**config.mk**
```make
export PLATFORM = sky130hd
export DESIGN_NAME = complex_accumulator
export DESIGN_NICKNAME = d
export VERILOG_FILES = /design/src/rtl/cplx_pkg.sv /design/src/rtl/sat_trunc.sv /design/src/rtl/complex_accumulator.sv
export SDC_FILE = /design/constraint.sdc
export NUM_CORES = 1
export LEC_CHECK = 0
export CAP_MARGIN = 20
export CORE_MARGIN = 5
export CORE_UTILIZATION = 51
export CTS_CLUSTER_DIAMETER = 80
export DETAILED_ROUTE_END_ITERATION = 8
export PLACE_DENSITY = 0.83
export SLEW_MARGIN = 25
export SYNTH_ARGS = -nofsm -noshare
export SYNTH_HDL_FRONTEND = slang
export SYNTH_SLANG_ARGS = --single-unit
```
**constraint.sdc**
```tcl
create_clock -name clk -period 2.95 [get_ports clk]
set_input_delay 0.295 -clock clk [delete_from_list [all_inputs] [get_ports clk]]
set_output_delay 0.295 -clock clk [all_outputs]
set_load 0.03 [all_outputs]
```
**src/rtl/cplx_pkg.sv**
```systemverilog
// Shared widths, state encoding and signed-range helpers for the complex datapath stages.
package cplx_pkg;

    localparam int unsigned DEF_IN_W = 16;
    localparam int unsigned PROD_W   = 2 * 8;

    typedef enum logic [0:0] {
        StIdle,
        StAccum
    } acc_state_e;

    function automatic int unsigned clog2(input int unsigned v);
        int unsigned r;
        r = 0;
        while ((32'd1 << r) < v) begin
            r = r + 1;
        end
        return r;
    endfunction

    function automatic longint sat_max(input int unsigned w);
        return (longint'(1) <<< (w - 1)) - 1;
    endfunction

    function automatic longint sat_min(input int unsigned w);
        return -(longint'(1) <<< (w - 1));
    endfunction

endpackage

```
**src/rtl/sat_trunc.sv**
```systemverilog
// Signed narrowing with clamp to the output range; clip flags a clamped value.
module sat_trunc
    import cplx_pkg::*;
#(
    parameter int unsigned IN_W  = 18,
    parameter int unsigned OUT_W = 16
) (
    input  logic signed [IN_W-1:0]  din,
    output logic signed [OUT_W-1:0] dout,
    output logic                    clip
);

    if (OUT_W >= IN_W) begin : g_ext
        assign dout = OUT_W'(din);
        assign clip = 1'b0;
    end else begin : g_sat
        localparam logic signed [IN_W-1:0] MAX_V = IN_W'(sat_max(OUT_W));
        localparam logic signed [IN_W-1:0] MIN_V = IN_W'(sat_min(OUT_W));

        always_comb begin
            dout = din[OUT_W-1:0];
            clip = 1'b0;
            if (din > MAX_V) begin
                dout = {1'b0, {(OUT_W-1){1'b1}}};
                clip = 1'b1;
            end else if (din < MIN_V) begin
                dout = {1'b1, {(OUT_W-1){1'b0}}};
                clip = 1'b1;
            end
        end
    end

endmodule

```
**src/rtl/complex_accumulator.sv**
```systemverilog
// Sums N_ACC valid complex products into one saturated result with a one-cycle valid pulse.
module complex_accumulator
    import cplx_pkg::*;
#(
    parameter int unsigned IN_W  = DEF_IN_W,
    parameter int unsigned N_ACC = 4,
    parameter int unsigned OUT_W = 16
) (
    input  logic                    clk,
    input  logic                    rst_n,
    input  logic signed [IN_W-1:0]  Re_in,
    input  logic signed [IN_W-1:0]  Im_in,
    input  logic                    data_valid_in,
    input  logic                    clear,
    output logic signed [OUT_W-1:0] Re_acc,
    output logic signed [OUT_W-1:0] Im_acc,
    output logic                    data_valid_out,
    output logic                    sat_flag
);

    localparam int unsigned ACC_W = IN_W + clog2(N_ACC);
    localparam int unsigned CNT_W = (clog2(N_ACC) > 0) ? clog2(N_ACC) : 1;

    acc_state_e state_q, state_d;

    logic [CNT_W-1:0]        cnt_q;
    logic signed [ACC_W-1:0] acc_re_q, acc_im_q;
    logic signed [ACC_W-1:0] in_re, in_im, sum_re, sum_im;
    logic signed [OUT_W-1:0] sat_re, sat_im;
    logic signed [OUT_W-1:0] re_acc_q, im_acc_q;
    logic                    clip_re, clip_im;
    logic                    valid_q, sat_q;
    logic                    take, last;
    logic                    first_load, acc_add, acc_zero, res_load;

    // Clear wins over a same-cycle sample, so a dropped sample never counts.
    assign take   = data_valid_in & ~clear;
    assign last   = (cnt_q == CNT_W'(N_ACC - 1));
    assign in_re  = ACC_W'(Re_in);
    assign in_im  = ACC_W'(Im_in);
    assign sum_re = acc_re_q + in_re;
    assign sum_im = acc_im_q + in_im;

    always_ff @(posedge clk or negedge rst_n) begin
        if (!rst_n) begin
            state_q <= StIdle;
        end else begin
            state_q <= state_d;
        end
    end

    always_comb begin
        state_d = state_q;
        unique case (state_q)
            StIdle:  if (take && !last) state_d = StAccum;
            StAccum: if (clear || (take && last)) state_d = StIdle;
            default: state_d = StIdle;
        endcase
    end

    always_comb begin
        first_load = 1'b0;
        acc_add    = 1'b0;
        acc_zero   = clear;
        res_load   = take & last;
        unique case (state_q)
            StIdle:  first_load = take & ~last;
            StAccum: acc_add    = take & ~last;
            default: acc_zero   = 1'b1;
        endcase
        if (res_load) acc_zero = 1'b1;
    end

    always_ff @(posedge clk or negedge rst_n) begin
        if (!rst_n) begin
            acc_re_q <= '0;
            acc_im_q <= '0;
            cnt_q    <= '0;
        end else if (acc_zero) begin
            acc_re_q <= '0;
            acc_im_q <= '0;
            cnt_q    <= '0;
        end else if (first_load) begin
            acc_re_q <= in_re;
            acc_im_q <= in_im;
            cnt_q    <= CNT_W'(1);
        end else if (acc_add) begin
            acc_re_q <= sum_re;
            acc_im_q <= sum_im;
            cnt_q    <= cnt_q + CNT_W'(1);
        end
    end

    sat_trunc #(
        .IN_W  (ACC_W),
        .OUT_W (OUT_W)
    ) u_sat_re (
        .din  (sum_re),
        .dout (sat_re),
        .clip (clip_re)
    );

    sat_trunc #(
        .IN_W  (ACC_W),
        .OUT_W (OUT_W)
    ) u_sat_im (
        .din  (sum_im),
        .dout (sat_im),
        .clip (clip_im)
    );

    always_ff @(posedge clk or negedge rst_n) begin
        if (!rst_n) begin
            re_acc_q <= '0;
            im_acc_q <= '0;
            valid_q  <= 1'b0;
            sat_q    <= 1'b0;
        end else begin
            valid_q <= res_load;
            if (res_load) begin
                re_acc_q <= sat_re;
                im_acc_q <= sat_im;
                sat_q    <= clip_re | clip_im;
            end
        end
    end

    assign Re_acc         = re_acc_q;
    assign Im_acc         = im_acc_q;
    assign data_valid_out = valid_q;
    assign sat_flag       = sat_q;

endmodule

```
==> results list <==
* Half-perimeter wire length after detailed placement: about 9500 um
- Slack of the critical path: just under 90 ps
- For this configuration, the core starts out at a cell density of a little over half.
- Total met3 wirelength after detailed routing: just under 600 um
- STA classifies the critical path startpoint as an input pin.
- Final estimated routing congestion in global placement: 0.932
- Measured along the x axis, the die boundary spans approximately 110 um.
- After synthesis, the share of flip-flops with an asynchronous set or reset is between 90% and 100%.
* Synth Area in XOR/XNOR: around 4.5%
* Number of H-tree levels: 3
- Non-filler instance count after layout: between 800 and 900
- Synthesis inferred between 70 and 80 register bits.
* Worst hold-check path type: reg -> reg
* Placeable core area: roughly 0.0092 sq mm
* Routed length on met2: 6840 um
- The detailed router used layers up to and including met4.
- The clock passes through at most 2 buffers.
- Complex-gate fraction of the synthesized area: between 20% and 30%
- The count of nets left with antenna violations once routing finished came out at 0.
- Total setup violations reported at the end of the flow: 0
- Entering global routing, the biggest net connects between 70 and 80 pins.
- After routing the design area is 0.00627 sq mm.
- FMAX: about 0.35 GHz
- Cell internal power dissipation: between 2 and 2.5 mW
* Skew-Pair Late Insertion Delay: 350 ps
- The worst hold path was traced through 2 stages.
- After detailed routing, the number of vias per cell comes to about 5.7.
- Iteration-0 DRC count of the detailed router: 210
- Normalized max-slew margin: 46.4%
- Final routed wire length divided by cell count: ~17 um
* Portion of netlist area occupied by mux cells: between 6 and 7%
- Detailed-router iteration count before antenna repair: 7
- In this run, the clock network consumes roughly a quarter of the power.
- Wires add up to approximately 13000 um.
* Yosys top cell by area: sky130_fd_sc_hd__dfrtp_1
- Compared with the post-synthesis result, the final layout area differs by 29.1%.
* Post-synth top flop: sky130_fd_sc_hd__dfrtp_1
* Total routing resource utilization after global routing: about a quarter
- After synthesis, the largest family of logic cells by area is compound AO/OA/AOI/OAI gates.
- Cell count after placement: a little under 800
* Worst ir drop on vdd: ~220 uV
- Cell types with the highest counts after synthesis: sky130_fd_sc_hd__nand2_1, sky130_fd_sc_hd__dfrtp_1, sky130_fd_sc_hd__o21ai_0
- Avg Cell Area, Syn: between 8 and 9 sq um
- For this run, the register share of the synthesized area comes to around 38%.
- The max-slew violation total from the final report was 0.
- Worst Path Required: ~3200 ps
- sky130_fd_sc_hd__nand2_1 is the most common cell in the netlist.
- In the finished design, the share of the clock period the worst path needs comes to slightly below 100%.
- Of the total synthesized cell area, the portion taken by full adders, half adders and majority gates is around 9.8%.
- Across the run, the number of max-cap violations was 0.
* Final count of hold timing violations: 0
- The die covers 0.0116 sq mm.
* Slowest cell on crit path: sky130_fd_sc_hd__clkdlybuf4s50_1
- At the pin with the least slew margin, the transition time is between 800 and 900 ps.
* Depth of the worst register-to-register path: 11
- In the final design database the tool counted roughly 740 nets.
- Clock-pin slew was measured on the worst setup and hold paths at around 80 ps.
- For this block, wires on met1 add up to 5780 um.
- The repair_antennas step left the layout with diodes totalling 0.
* Share of Yosys cell area claimed by the top area cell type: about 38%
- Switching power summed over all nets: 1.16 mW
- Highest cell delay on the worst timing path: ~440 ps
- Post-synthesis net count: 635
- Wire length of the first global-routing pass: 22300 um
- Number of flops mapped to enable cells by yosys: 0
- The number of global-route vias before repair was between 4000 and 5000.
* Row count: 35
- The share of total power dissipated in combinational logic is 38.2%.
- Clock root buffer: sky130_fd_sc_hd__clkbuf_8
- The clock period could shrink to between 2000 and 3000 ps.
- Traced cell by cell, the critical path runs through clkdlybuf4s50_1 > ha_1 > buf_4 > nor2b_2 > o2111ai_1 > a31oi_2 > o21ai_0 > buf_4 > a21boi_0 > o21a_1 > or3_1 > nand3_1 > a21oi_1.
- Buffer and inverter count on the worst path: 3
- CTS tree: yes
- Filler cell count in the final layout: 730
- Before CTS, the worst setup slack after placement is -409 ps.
- Sum of overflow across all layers after global routing: 0
- Synthesis produced between 500 and 600 cells.
* Final hold slack: roughly 490 ps
* Switching share of power: a little over a third
* Setup clock skew after layout: between 9 and 10 ps
* Result of the run: finished clean
* Critical Path AT: a little over 3000 ps
- TritonCTS created 9 clock buffers.
- Number of design rule violations left after detail routing: 0
- Share of the core filled with cells: 67.8%
- The initial antenna violation count was 0.
- Most Frequent Cell on Critical Path: sky130_fd_sc_hd__buf_4
- Maximum fanout count along the critical path: 3
* Vias: 4581
* Synth Cell Area: 0.00485 sq mm
- In this run the tool buffered the top-level ports with a little under 70 buffer cells.
- Cell variety after synth: 59
* Reg2Reg Setup Slack: between 100 and 150 ps
- The critical path runs through a total of 13 cells.
- # clock sinks: 73
- For this design the static power due to leakage is between 2 and 3 nW.
* Seq pwr share: around 36%
* Critical path start-end classification: in -> reg
- For this design the top-level I/O count stands at 70.
* Crit path max-delay family: compound AO/OA/AOI/OAI gates
- Die height: between 100 and 150 um
- Of the total synthesized cell area, the portion taken by AND, OR, NAND and NOR gates is between 15 and 20%.
* Fraction of final layout cells sized beyond drive strength 1: approximately an eighth
- Power per unit of standard cell area: approximately 520 mW/mm^2
- Total number of yosys warnings: 0
* Critical path capture point type: flop
- Top post-synthesis cells by area: sky130_fd_sc_hd__dfrtp_1, sky130_fd_sc_hd__ha_1, sky130_fd_sc_hd__nand2_1
- Summing all placed instances gives a cell area of 0.00596 sq mm.
## worst reg2reg max path: cells and delay by family, from the launching register on
kind	cells	cell delay [ps]
AOI/OAI and AO/OA	6	1380
and+or+nand+nor	2	320
buffers and inverters	1	140
DFF	1	390
adders and majority gates	1	320
muxes	1	210
## through the flow
step                      setup TNS [ps]  power [mW]
after floorplan                        0        1.91
after global placement             -6860        2.34
after detailed placement          -11960        2.39
after CTS                              0        3.24
after global routing                -806        3.47
final                                  0        3.28
## power by group through the flow
stage / sequential [mW] / combinational [mW] / clock, mW
after global placement: 1.19 / 1.15 / 0
final: 1.17 / 1.25 / 0.852
after global routing: 1.19 / 1.36 / 0.925
after floorplan: 1.27 / 0.641 / 0
after CTS: 1.17 / 1.21 / 0.857
after detailed placement: 1.19 / 1.20 / 0
## per-layer routing
layer | track usage [%] | up-vias
met5 | 0 | -
met4 | 7.48 | 0
met3 | 4.92 | 20
met2 | 40.9 | 135
met1 | 30.3 | 2229
li1 | - | 2197
## what timing repair did
item | in CTS | in global routing
setup buffers | 1 | 3
hold buffers | 0 | 1
pin swaps | 3 | 4
setup endpoints to repair | 17 | 29
endpoints found under the hold margin | 0 | 11
resized for setup | 3 | 9
## path summary, 6_finish.rpt
| path | start | to |
|---|---|---|
| setup / recovery | Re_in[2] | Re_acc[14] |
| max in group asynchronous | rst_n | state_q |
| hold reg to reg | acc_im_q[12] | acc_im_q[12] |
| min in group asynchronous | rst_n | acc_im_q[9] |
| hold / removal | acc_im_q[12] | acc_im_q[12] |
| setup reg to reg | acc_re_q[4] | sat_flag |
## cell families after synthesis
logic type	Yosys count
buf+inv	35
mux	30
compound gates	169
simple gates	193
xor+xnor	25
flops	73
fa+ha+maj	37
## registers in the layout, indices dropped and copies added, names as in the netlist
signal / count
Re_acc: 16
cnt_q: 2
acc_im_q: 18
data_valid_out: 1
acc_re_q: 18
state_q: 1
sat_flag: 1
Im_acc: 16
## layout by cell type (no fill, tap or decap), drive strengths merged, types with 3 or more instances in the layout
| master | n |
|---|---|
| a211o | 5 |
| a211oi | 3 |
| a21boi | 5 |
| a21o | 7 |
| a21oi | 54 |
| a31oi | 4 |
| and3 | 6 |
| buf | 46 |
| clkbuf | 12 |
| clkdlybuf4s50 | 68 |
| dfrtp | 73 |
| ha | 35 |
| inv | 14 |
| mux2i | 29 |
| nand2 | 89 |
| nand2b | 6 |
| nand3 | 5 |
| nor2 | 60 |
| nor2b | 6 |
| nor3 | 7 |
| nor3b | 3 |
| o21a | 8 |
| o21ai | 63 |
| o31ai | 4 |
| xnor2 | 19 |
| xor2 | 6 |
## layout make-up
cell class / count / area (sq um) / area share, %
clock buffers: 12 / 165 / 2.63
clock inverters: 4 / 50.0 / 0.798
inverters: 15 / 56.3 / 0.898
multi-input cells: 454 / 2920 / 46.5
flip-flops and latches: 73 / 1830 / 29.2
well taps: 129 / 161 / 2.57
repair buffers: 115 / 1090 / 17.4
Power figures use the tool's default switching activity.
